`config.mk`:
```
export PLATFORM = sky130hd
export DESIGN_NAME = vga_timing_gen_flat
export DESIGN_NICKNAME = d
export VERILOG_FILES = /design/src/rtl/vga_timing_pkg.sv /design/src/rtl/vga_timing_if.sv /design/src/rtl/vtg_delay_line.sv /design/src/rtl/vga_timing_gen.sv /design/src/flat_wrapper.sv
export SDC_FILE = /design/constraint.sdc
export NUM_CORES = 1
export LEC_CHECK = 0
export CORE_MARGIN = 1.5
export CORE_UTILIZATION = 50
export DETAILED_ROUTE_END_ITERATION = 7
export DONT_BUFFER_PORTS = 1
export SLEW_MARGIN = 5
export SYNTH_ARGS = -nofsm -noshare
export SYNTH_HDL_FRONTEND = slang
export SYNTH_SLANG_ARGS = --single-unit
```
`constraint.sdc`:
```
create_clock -name pll_clk -period 2.8 [get_ports pll_clk]
set_input_delay 0.56 -clock pll_clk [delete_from_list [all_inputs] [get_ports pll_clk]]
set_output_delay 0.56 -clock pll_clk [all_outputs]
set_load 0.005 [all_outputs]
```
`src/rtl/vga_timing_pkg.sv`:
```
// Shared raster timing types, standard VESA modes and helpers for the VGA timing generator.
package vga_timing_pkg;

  typedef struct packed {
    int unsigned active;
    int unsigned fp;
    int unsigned sync;
    int unsigned bp;
  } vga_timing_t;

  typedef struct packed {
    vga_timing_t h;
    vga_timing_t v;
  } vga_mode_t;

  localparam vga_mode_t VGA_640x480_60 = '{'{640, 16, 96, 48}, '{480, 10, 2, 33}};
  localparam vga_mode_t VGA_800x600_60 = '{'{800, 40, 128, 88}, '{600, 1, 4, 23}};

  localparam int unsigned DEFAULT_CNT_W = 12;

  function automatic int unsigned axis_total(input vga_timing_t t);
    return t.active + t.fp + t.sync + t.bp;
  endfunction

endpackage

```
`src/rtl/vga_timing_if.sv`:
```
// Raster output bundle from the timing generator towards the VGA pins / pixel source.
interface vga_timing_if
  import vga_timing_pkg::*;
#(
  parameter int unsigned CNT_W   = DEFAULT_CNT_W,
  parameter int unsigned FRAME_W = 8
);
  logic               hsync;
  logic               vsync;
  logic               v_on;
  logic [CNT_W-1:0]   x;
  logic [CNT_W-1:0]   y;
  logic               line_start;
  logic               frame_start;
  logic [FRAME_W-1:0] frame_cnt;
  logic [7:0]         tp_r;
  logic [7:0]         tp_g;
  logic [7:0]         tp_b;

  modport master (
    output hsync, vsync, v_on, x, y, line_start, frame_start, frame_cnt, tp_r, tp_g, tp_b
  );

  modport slave (
    input hsync, vsync, v_on, x, y, line_start, frame_start, frame_cnt, tp_r, tp_g, tp_b
  );
endinterface

```
`src/rtl/vtg_delay_line.sv`:
```
// Clock-enabled shift register with synchronous reset to a configurable value; DEPTH=0 is a wire.
module vtg_delay_line #(
  parameter int unsigned      WIDTH   = 1,
  parameter int unsigned      DEPTH   = 0,
  parameter logic [WIDTH-1:0] RST_VAL = '0
) (
  input  logic             clk,
  input  logic             rst,
  input  logic             en,
  input  logic [WIDTH-1:0] d,
  output logic [WIDTH-1:0] q
);

  if (DEPTH == 0) begin : g_bypass
    logic unused_ctl;
    assign unused_ctl = ^{clk, rst, en};
    assign q = d;
  end else begin : g_shift
    logic [WIDTH-1:0] stage_q [DEPTH];

    always_ff @(posedge clk) begin : p_shift
      if (rst) begin
        for (int unsigned i = 0; i < DEPTH; i++) stage_q[i] <= RST_VAL;
      end else if (en) begin
        stage_q[0] <= d;
        for (int unsigned i = 1; i < DEPTH; i++) stage_q[i] <= stage_q[i-1];
      end
    end

    assign q = stage_q[DEPTH-1];
  end

endmodule

```
`src/rtl/vga_timing_gen.sv`:
```
// Parametrised VGA/VESA raster timing generator with aligned output delay line.
// Optional colour-bar test pattern enabled by defining VGA_TIMING_TEST_PATTERN_EN.
module vga_timing_gen
  import vga_timing_pkg::*;
#(
  parameter int unsigned H_ACTIVE = VGA_640x480_60.h.active,
  parameter int unsigned H_FP     = VGA_640x480_60.h.fp,
  parameter int unsigned H_SYNC   = VGA_640x480_60.h.sync,
  parameter int unsigned H_BP     = VGA_640x480_60.h.bp,
  parameter int unsigned V_ACTIVE = VGA_640x480_60.v.active,
  parameter int unsigned V_FP     = VGA_640x480_60.v.fp,
  parameter int unsigned V_SYNC   = VGA_640x480_60.v.sync,
  parameter int unsigned V_BP     = VGA_640x480_60.v.bp,
  parameter logic        H_POL    = 1'b0,
  parameter logic        V_POL    = 1'b0,
  parameter int unsigned CNT_W    = DEFAULT_CNT_W,
  parameter int unsigned FRAME_W  = 8,
  parameter int unsigned PIPE_DLY = 0
) (
  input logic          pll_clk,
  input logic          reset_P,
  input logic          en,
  vga_timing_if.master vga
);

  localparam vga_timing_t H_TIM   = '{H_ACTIVE, H_FP, H_SYNC, H_BP};
  localparam vga_timing_t V_TIM   = '{V_ACTIVE, V_FP, V_SYNC, V_BP};
  localparam int unsigned H_TOTAL = axis_total(H_TIM);
  localparam int unsigned V_TOTAL = axis_total(V_TIM);

  localparam logic [CNT_W-1:0] H_LAST  = CNT_W'(H_TOTAL - 1);
  localparam logic [CNT_W-1:0] V_LAST  = CNT_W'(V_TOTAL - 1);
  localparam logic [CNT_W-1:0] H_ACT_C = CNT_W'(H_ACTIVE);
  localparam logic [CNT_W-1:0] V_ACT_C = CNT_W'(V_ACTIVE);
  localparam logic [CNT_W-1:0] HS_BEG  = CNT_W'(H_ACTIVE + H_FP);
  localparam logic [CNT_W-1:0] HS_END  = CNT_W'(H_ACTIVE + H_FP + H_SYNC);
  localparam logic [CNT_W-1:0] VS_BEG  = CNT_W'(V_ACTIVE + V_FP);
  localparam logic [CNT_W-1:0] VS_END  = CNT_W'(V_ACTIVE + V_FP + V_SYNC);

  // Flattened output word: {hsync, vsync, v_on, line_start, frame_start, x, y, frame_cnt, r, g, b}
  localparam int unsigned       PW      = 5 + 2 * CNT_W + FRAME_W + 24;
  localparam int unsigned       LS_BIT  = PW - 4;
  localparam int unsigned       FS_BIT  = PW - 5;
  localparam logic [PW-1:0]     RST_VEC = {~H_POL, ~V_POL, {(PW - 2){1'b0}}};

  if (H_SYNC == 0 || V_SYNC == 0) begin : g_err_sync
    $error("vga_timing_gen: sync width must be non-zero");
  end
  if (PIPE_DLY > 7) begin : g_err_dly
    $error("vga_timing_gen: PIPE_DLY must be 0..7");
  end
  if (H_TOTAL > 2 ** CNT_W || V_TOTAL > 2 ** CNT_W) begin : g_err_cnt
    $error("vga_timing_gen: CNT_W too small for line/frame totals");
  end

  logic [CNT_W-1:0]   h_q;
  logic [CNT_W-1:0]   v_q;
  logic [FRAME_W-1:0] frame_q;

  // Raster counters; frame counter ticks when the last pixel of the frame retires.
  always_ff @(posedge pll_clk) begin : p_cnt
    if (reset_P) begin
      h_q     <= '0;
      v_q     <= '0;
      frame_q <= '0;
    end else if (en) begin
      if (h_q == H_LAST) begin
        h_q <= '0;
        if (v_q == V_LAST) begin
          v_q     <= '0;
          frame_q <= frame_q + FRAME_W'(1);
        end else begin
          v_q <= v_q + CNT_W'(1);
        end
      end else begin
        h_q <= h_q + CNT_W'(1);
      end
    end
  end

  logic       hs_c, vs_c, de_c, ls_c, fs_c;
  logic [7:0] tp_r_c, tp_g_c, tp_b_c;

  assign hs_c = (h_q >= HS_BEG && h_q < HS_END) ? H_POL : ~H_POL;
  assign vs_c = (v_q >= VS_BEG && v_q < VS_END) ? V_POL : ~V_POL;
  assign de_c = (h_q < H_ACT_C) && (v_q < V_ACT_C);
  assign ls_c = (h_q == '0);
  assign fs_c = ls_c && (v_q == '0);

`ifdef VGA_TIMING_TEST_PATTERN_EN
  localparam int unsigned BAR_W = H_ACTIVE / 8;
  logic [2:0] bar_c;

  // Bar index by threshold compare; bar 7 absorbs the remainder of the line.
  always_comb begin : p_bar
    bar_c = 3'd0;
    for (int unsigned k = 1; k < 8; k++) begin
      if (h_q >= CNT_W'(k * BAR_W)) bar_c = 3'(k);
    end
  end

  always_comb begin : p_tp
    tp_r_c = 8'h00;
    tp_g_c = 8'h00;
    tp_b_c = 8'h00;
    if (de_c) begin
      tp_r_c = {8{~bar_c[1]}};
      tp_g_c = {8{~bar_c[2]}};
      tp_b_c = {8{~bar_c[0]}};
    end
  end
`else
  assign tp_r_c = 8'h00;
  assign tp_g_c = 8'h00;
  assign tp_b_c = 8'h00;
`endif

  logic [PW-1:0] pix_c;
  logic [PW-1:0] dl_q;
  logic [PW-1:0] out_q;

  assign pix_c = {hs_c, vs_c, de_c, ls_c, fs_c, h_q, v_q, frame_q, tp_r_c, tp_g_c, tp_b_c};

  vtg_delay_line #(
    .WIDTH  (PW),
    .DEPTH  (PIPE_DLY),
    .RST_VAL(RST_VEC)
  ) u_dly (
    .clk(pll_clk),
    .rst(reset_P),
    .en (en),
    .d  (pix_c),
    .q  (dl_q)
  );

  // Output register; strobes drop while en is low so a pulse never repeats.
  always_ff @(posedge pll_clk) begin : p_out
    if (reset_P) begin
      out_q <= RST_VEC;
    end else if (en) begin
      out_q <= dl_q;
    end else begin
      out_q[LS_BIT] <= 1'b0;
      out_q[FS_BIT] <= 1'b0;
    end
  end

  assign {vga.hsync, vga.vsync, vga.v_on, vga.line_start, vga.frame_start,
          vga.x, vga.y, vga.frame_cnt, vga.tp_r, vga.tp_g, vga.tp_b} = out_q;

endmodule

```
`src/flat_wrapper.sv`:
```
// flat-port wrapper written by rule: the top's interface ports become plain ports
module vga_timing_gen_flat import vga_timing_pkg::*;
#(
  parameter int unsigned H_ACTIVE = VGA_640x480_60.h.active,
  parameter int unsigned H_FP     = VGA_640x480_60.h.fp,
  parameter int unsigned H_SYNC   = VGA_640x480_60.h.sync,
  parameter int unsigned H_BP     = VGA_640x480_60.h.bp,
  parameter int unsigned V_ACTIVE = VGA_640x480_60.v.active,
  parameter int unsigned V_FP     = VGA_640x480_60.v.fp,
  parameter int unsigned V_SYNC   = VGA_640x480_60.v.sync,
  parameter int unsigned V_BP     = VGA_640x480_60.v.bp,
  parameter logic        H_POL    = 1'b0,
  parameter logic        V_POL    = 1'b0,
  parameter int unsigned CNT_W    = DEFAULT_CNT_W,
  parameter int unsigned FRAME_W  = 8,
  parameter int unsigned PIPE_DLY = 0
)
  (pll_clk, reset_P, en, vga_hsync, vga_vsync, vga_v_on, vga_x, vga_y, vga_line_start, vga_frame_start, vga_frame_cnt, vga_tp_r, vga_tp_g, vga_tp_b);
  vga_timing_if #(.CNT_W(CNT_W), .FRAME_W(FRAME_W)) vga_i ();
  input logic pll_clk;
  input logic reset_P;
  input logic en;
  output wire logic [$bits(vga_i.hsync)-1:0] vga_hsync;
  output wire logic [$bits(vga_i.vsync)-1:0] vga_vsync;
  output wire logic [$bits(vga_i.v_on)-1:0] vga_v_on;
  output wire logic [$bits(vga_i.x)-1:0] vga_x;
  output wire logic [$bits(vga_i.y)-1:0] vga_y;
  output wire logic [$bits(vga_i.line_start)-1:0] vga_line_start;
  output wire logic [$bits(vga_i.frame_start)-1:0] vga_frame_start;
  output wire logic [$bits(vga_i.frame_cnt)-1:0] vga_frame_cnt;
  output wire logic [$bits(vga_i.tp_r)-1:0] vga_tp_r;
  output wire logic [$bits(vga_i.tp_g)-1:0] vga_tp_g;
  output wire logic [$bits(vga_i.tp_b)-1:0] vga_tp_b;
  assign vga_hsync = vga_i.hsync;
  assign vga_vsync = vga_i.vsync;
  assign vga_v_on = vga_i.v_on;
  assign vga_x = vga_i.x;
  assign vga_y = vga_i.y;
  assign vga_line_start = vga_i.line_start;
  assign vga_frame_start = vga_i.frame_start;
  assign vga_frame_cnt = vga_i.frame_cnt;
  assign vga_tp_r = vga_i.tp_r;
  assign vga_tp_g = vga_i.tp_g;
  assign vga_tp_b = vga_i.tp_b;
  vga_timing_gen #(.H_ACTIVE(H_ACTIVE), .H_FP(H_FP), .H_SYNC(H_SYNC), .H_BP(H_BP), .V_ACTIVE(V_ACTIVE), .V_FP(V_FP), .V_SYNC(V_SYNC), .V_BP(V_BP), .H_POL(H_POL), .V_POL(V_POL), .CNT_W(CNT_W), .FRAME_W(FRAME_W), .PIPE_DLY(PIPE_DLY)) u_core (.pll_clk(pll_clk), .reset_P(reset_P), .en(en), .vga(vga_i));
endmodule
```
==> metrics <==
status=completed; critical path data arrival time=2340 ps; global-route usage over all layers=20.6%; drt pass-1 iters=4; number of global-route vias before repair=2369; crit path capture type=register; remaining antenna violation count=0; proportion of layout cells with a drive suffix above 1=9.32%; Netlist cell types=52; post-DR vias/cell=5.67; P_leak=1.31 nW; fin. max-slew vios=0; max cap viols=0; core box area=6720 um2; TNS Setup=0 ps; total wire length=7120 um; headroom to the max-slew limit=54.7%; Skew-Pair Late Insertion Delay=350 ps; largest net degree at the start of global routing=82; Setup Skew=6.15 ps; mean area per synthesized cell=9.10 um2; Reg clk slew, reported paths=70 ps; R2R setup slack=700 ps; hold_ws=288 ps; DRC=0; Worst Setup Start Kind=register; post-synthesis sequential area ratio=40.2%; Final Hold Viols=0; Hold Path Origin=reset_P; IO Pins=64; Crit Path Max Fanout=21; Post-Syn Area=3440 um2; minimum clock period=2100 ps; WHS Path Cells=1; first-pass GRT wire length=11800 um; count of flip-flops with a built-in enable after synthesis=0; Cells after Synth=378; post-cts sizing count=0; Die Area=7390 um2; dominant synthesized flop cell=dfxtp_1; Port-buffer cells=0; Yosys Warn Count=0; Root Driver=clkbuf_8; FILL cells=598; Initial DRC Count=181; #FFs+latches synth=69; post-DP HPWL=4550 um; grt ovf=0; Power Dens Cells=542 nW/um2; CTS Buf Count=9; Final period util=74.9%; Routability Congestion=0.779; Via Count=2521; num rows=30; diode count=0; FMAX=477 MHz; Die Wd=85.9 um; commonest non-fill, non-tap cell in the layout=dfxtp_1; Initial Utilization=51.2%; CTS tree=yes; CTS HTree Levels=3; Worst-Margin Slew=676 ps; initial antenna violation count=0; area of the multi-input gates=1780 um2; Post-CTS Setup Bufs=0; CTS sink cnt=69; Peak VDD IR=376 uV; Worst EP required=3040 ps; R2R depth=5; Post-synth ARST share=0%; Final nets=369; Setup CP Type=register to register; setup violators final=0; Wirelength per Cell=16.0 um; clock buffer depth=2; Post-CTS Hold Buffers=0; RR Startpoint=u_core.h_q[1]; Worst Hold Class=input pin to register; worst setup path startpoint=u_core.h_q[1]; register area=1380 um2; Layout area overhead=2.84%; most frequent cells in the layout=69 x dfxtp_1, 46 x nor2_1, 32 x mux2i_1; RSZ-0062 raised after global routing=false; Die H=85.9 um
cells by family (layout without fill, tap and decap cells):
kind of cell,count (synthesis),in the layout,synth area share [%]
adders and majority gates,5,5,1.82
buffers and inverters,67,31,10.5
xor gates and xnor gates,10,10,2.55
muxes,38,38,11.3
AOI/OAI and AO/OA,35,35,7.68
and+or+nand+nor,153,153,25.9
DFF,69,69,40.2
other,1,24,0.109
synth_stat cells, drive strengths merged (2+ instances only):
cell type,instances,area [um2]
mux2,6,67.6
nand2b,4,25.0
nand4,15,109
inv,16,60.1
or2,2,12.5
nor3,16,85.1
nor2,47,179
nor2b,8,50.1
buf,36,245
a21oi,8,40.0
xnor2,8,70.1
o32ai,7,61.3
ha,5,62.6
clkbuf,15,56.3
or3,7,48.8
nor4b,2,17.5
nor4,11,124
nand3,14,70.1
and3,2,12.5
o21ai,2,10.0
o311ai,2,17.5
and4,4,35.0
mux2i,32,320
o31ai,2,15.0
xor2,2,17.5
a211oi,8,60.1
or4,3,22.5
dfxtp,69,1380
nand2,13,56.3
through the flow:
step	setup WS (ps)	power [mW]	instances	cell area (um2)	util, %
2_1_floorplan	881	1.10	401	3530	-
3_3_place_gp	779	1.06	430	3320	49.5
3_5_place_dp	717	1.06	430	3320	49.5
4_1_cts	710	1.94	445	3540	52.6
5_1_grt	554	1.99	445	3540	52.6
6_report	702	1.92	445	3540	52.6
final timing paths:
path / end
max reg2reg: u_core.frame_q[7]
min reg2reg: u_core.out_q[58]
max: u_core.frame_q[7]
min: u_core.v_q[5]
critical path: stages (launching register included):
cell	delay (ps)
dfxtp_1	430
ha_1	230
nand2_1	100
or3_4	540
nor4_1	330
mux2_2	370
power by group:
part	internal [mW]	switching, mW	leakage [nW]
combinational	0.0186	0.0234	0.654
clock	0.496	0.386	0.101
sequential	0.987	0.00612	0.557
total	1.50	0.416	1.31
sequential cells by signal, indices dropped and copies added, names as in the netlist:
register / count
u_core.out_q: 37
u_core.v_q: 12
u_core.h_q: 12
u_core.frame_q: 8
metal layers:
layer / vias to the layer above / routed length [um] / global-route usage [%]
met5: - / 0 / 0
met4: 0 / 115 / 8.36
met3: 8 / 322 / 5.20
met2: 59 / 3230 / 31.6
met1: 1196 / 3450 / 27.5
li1: 1258 / - / -
cell type report:
| class | instances | share of cell area (%) |
|---|---|---|
| Tap cell | 80 | 2.83 |
| Inverter | 16 | 1.70 |
| Clock inverter | 6 | 2.51 |
| Multi-Input combinational cell | 265 | 50.4 |
| Sequential cell | 69 | 39.1 |
| Clock buffer | 9 | 3.50 |
No activity file was read; power rests on OpenSTA's default activity.
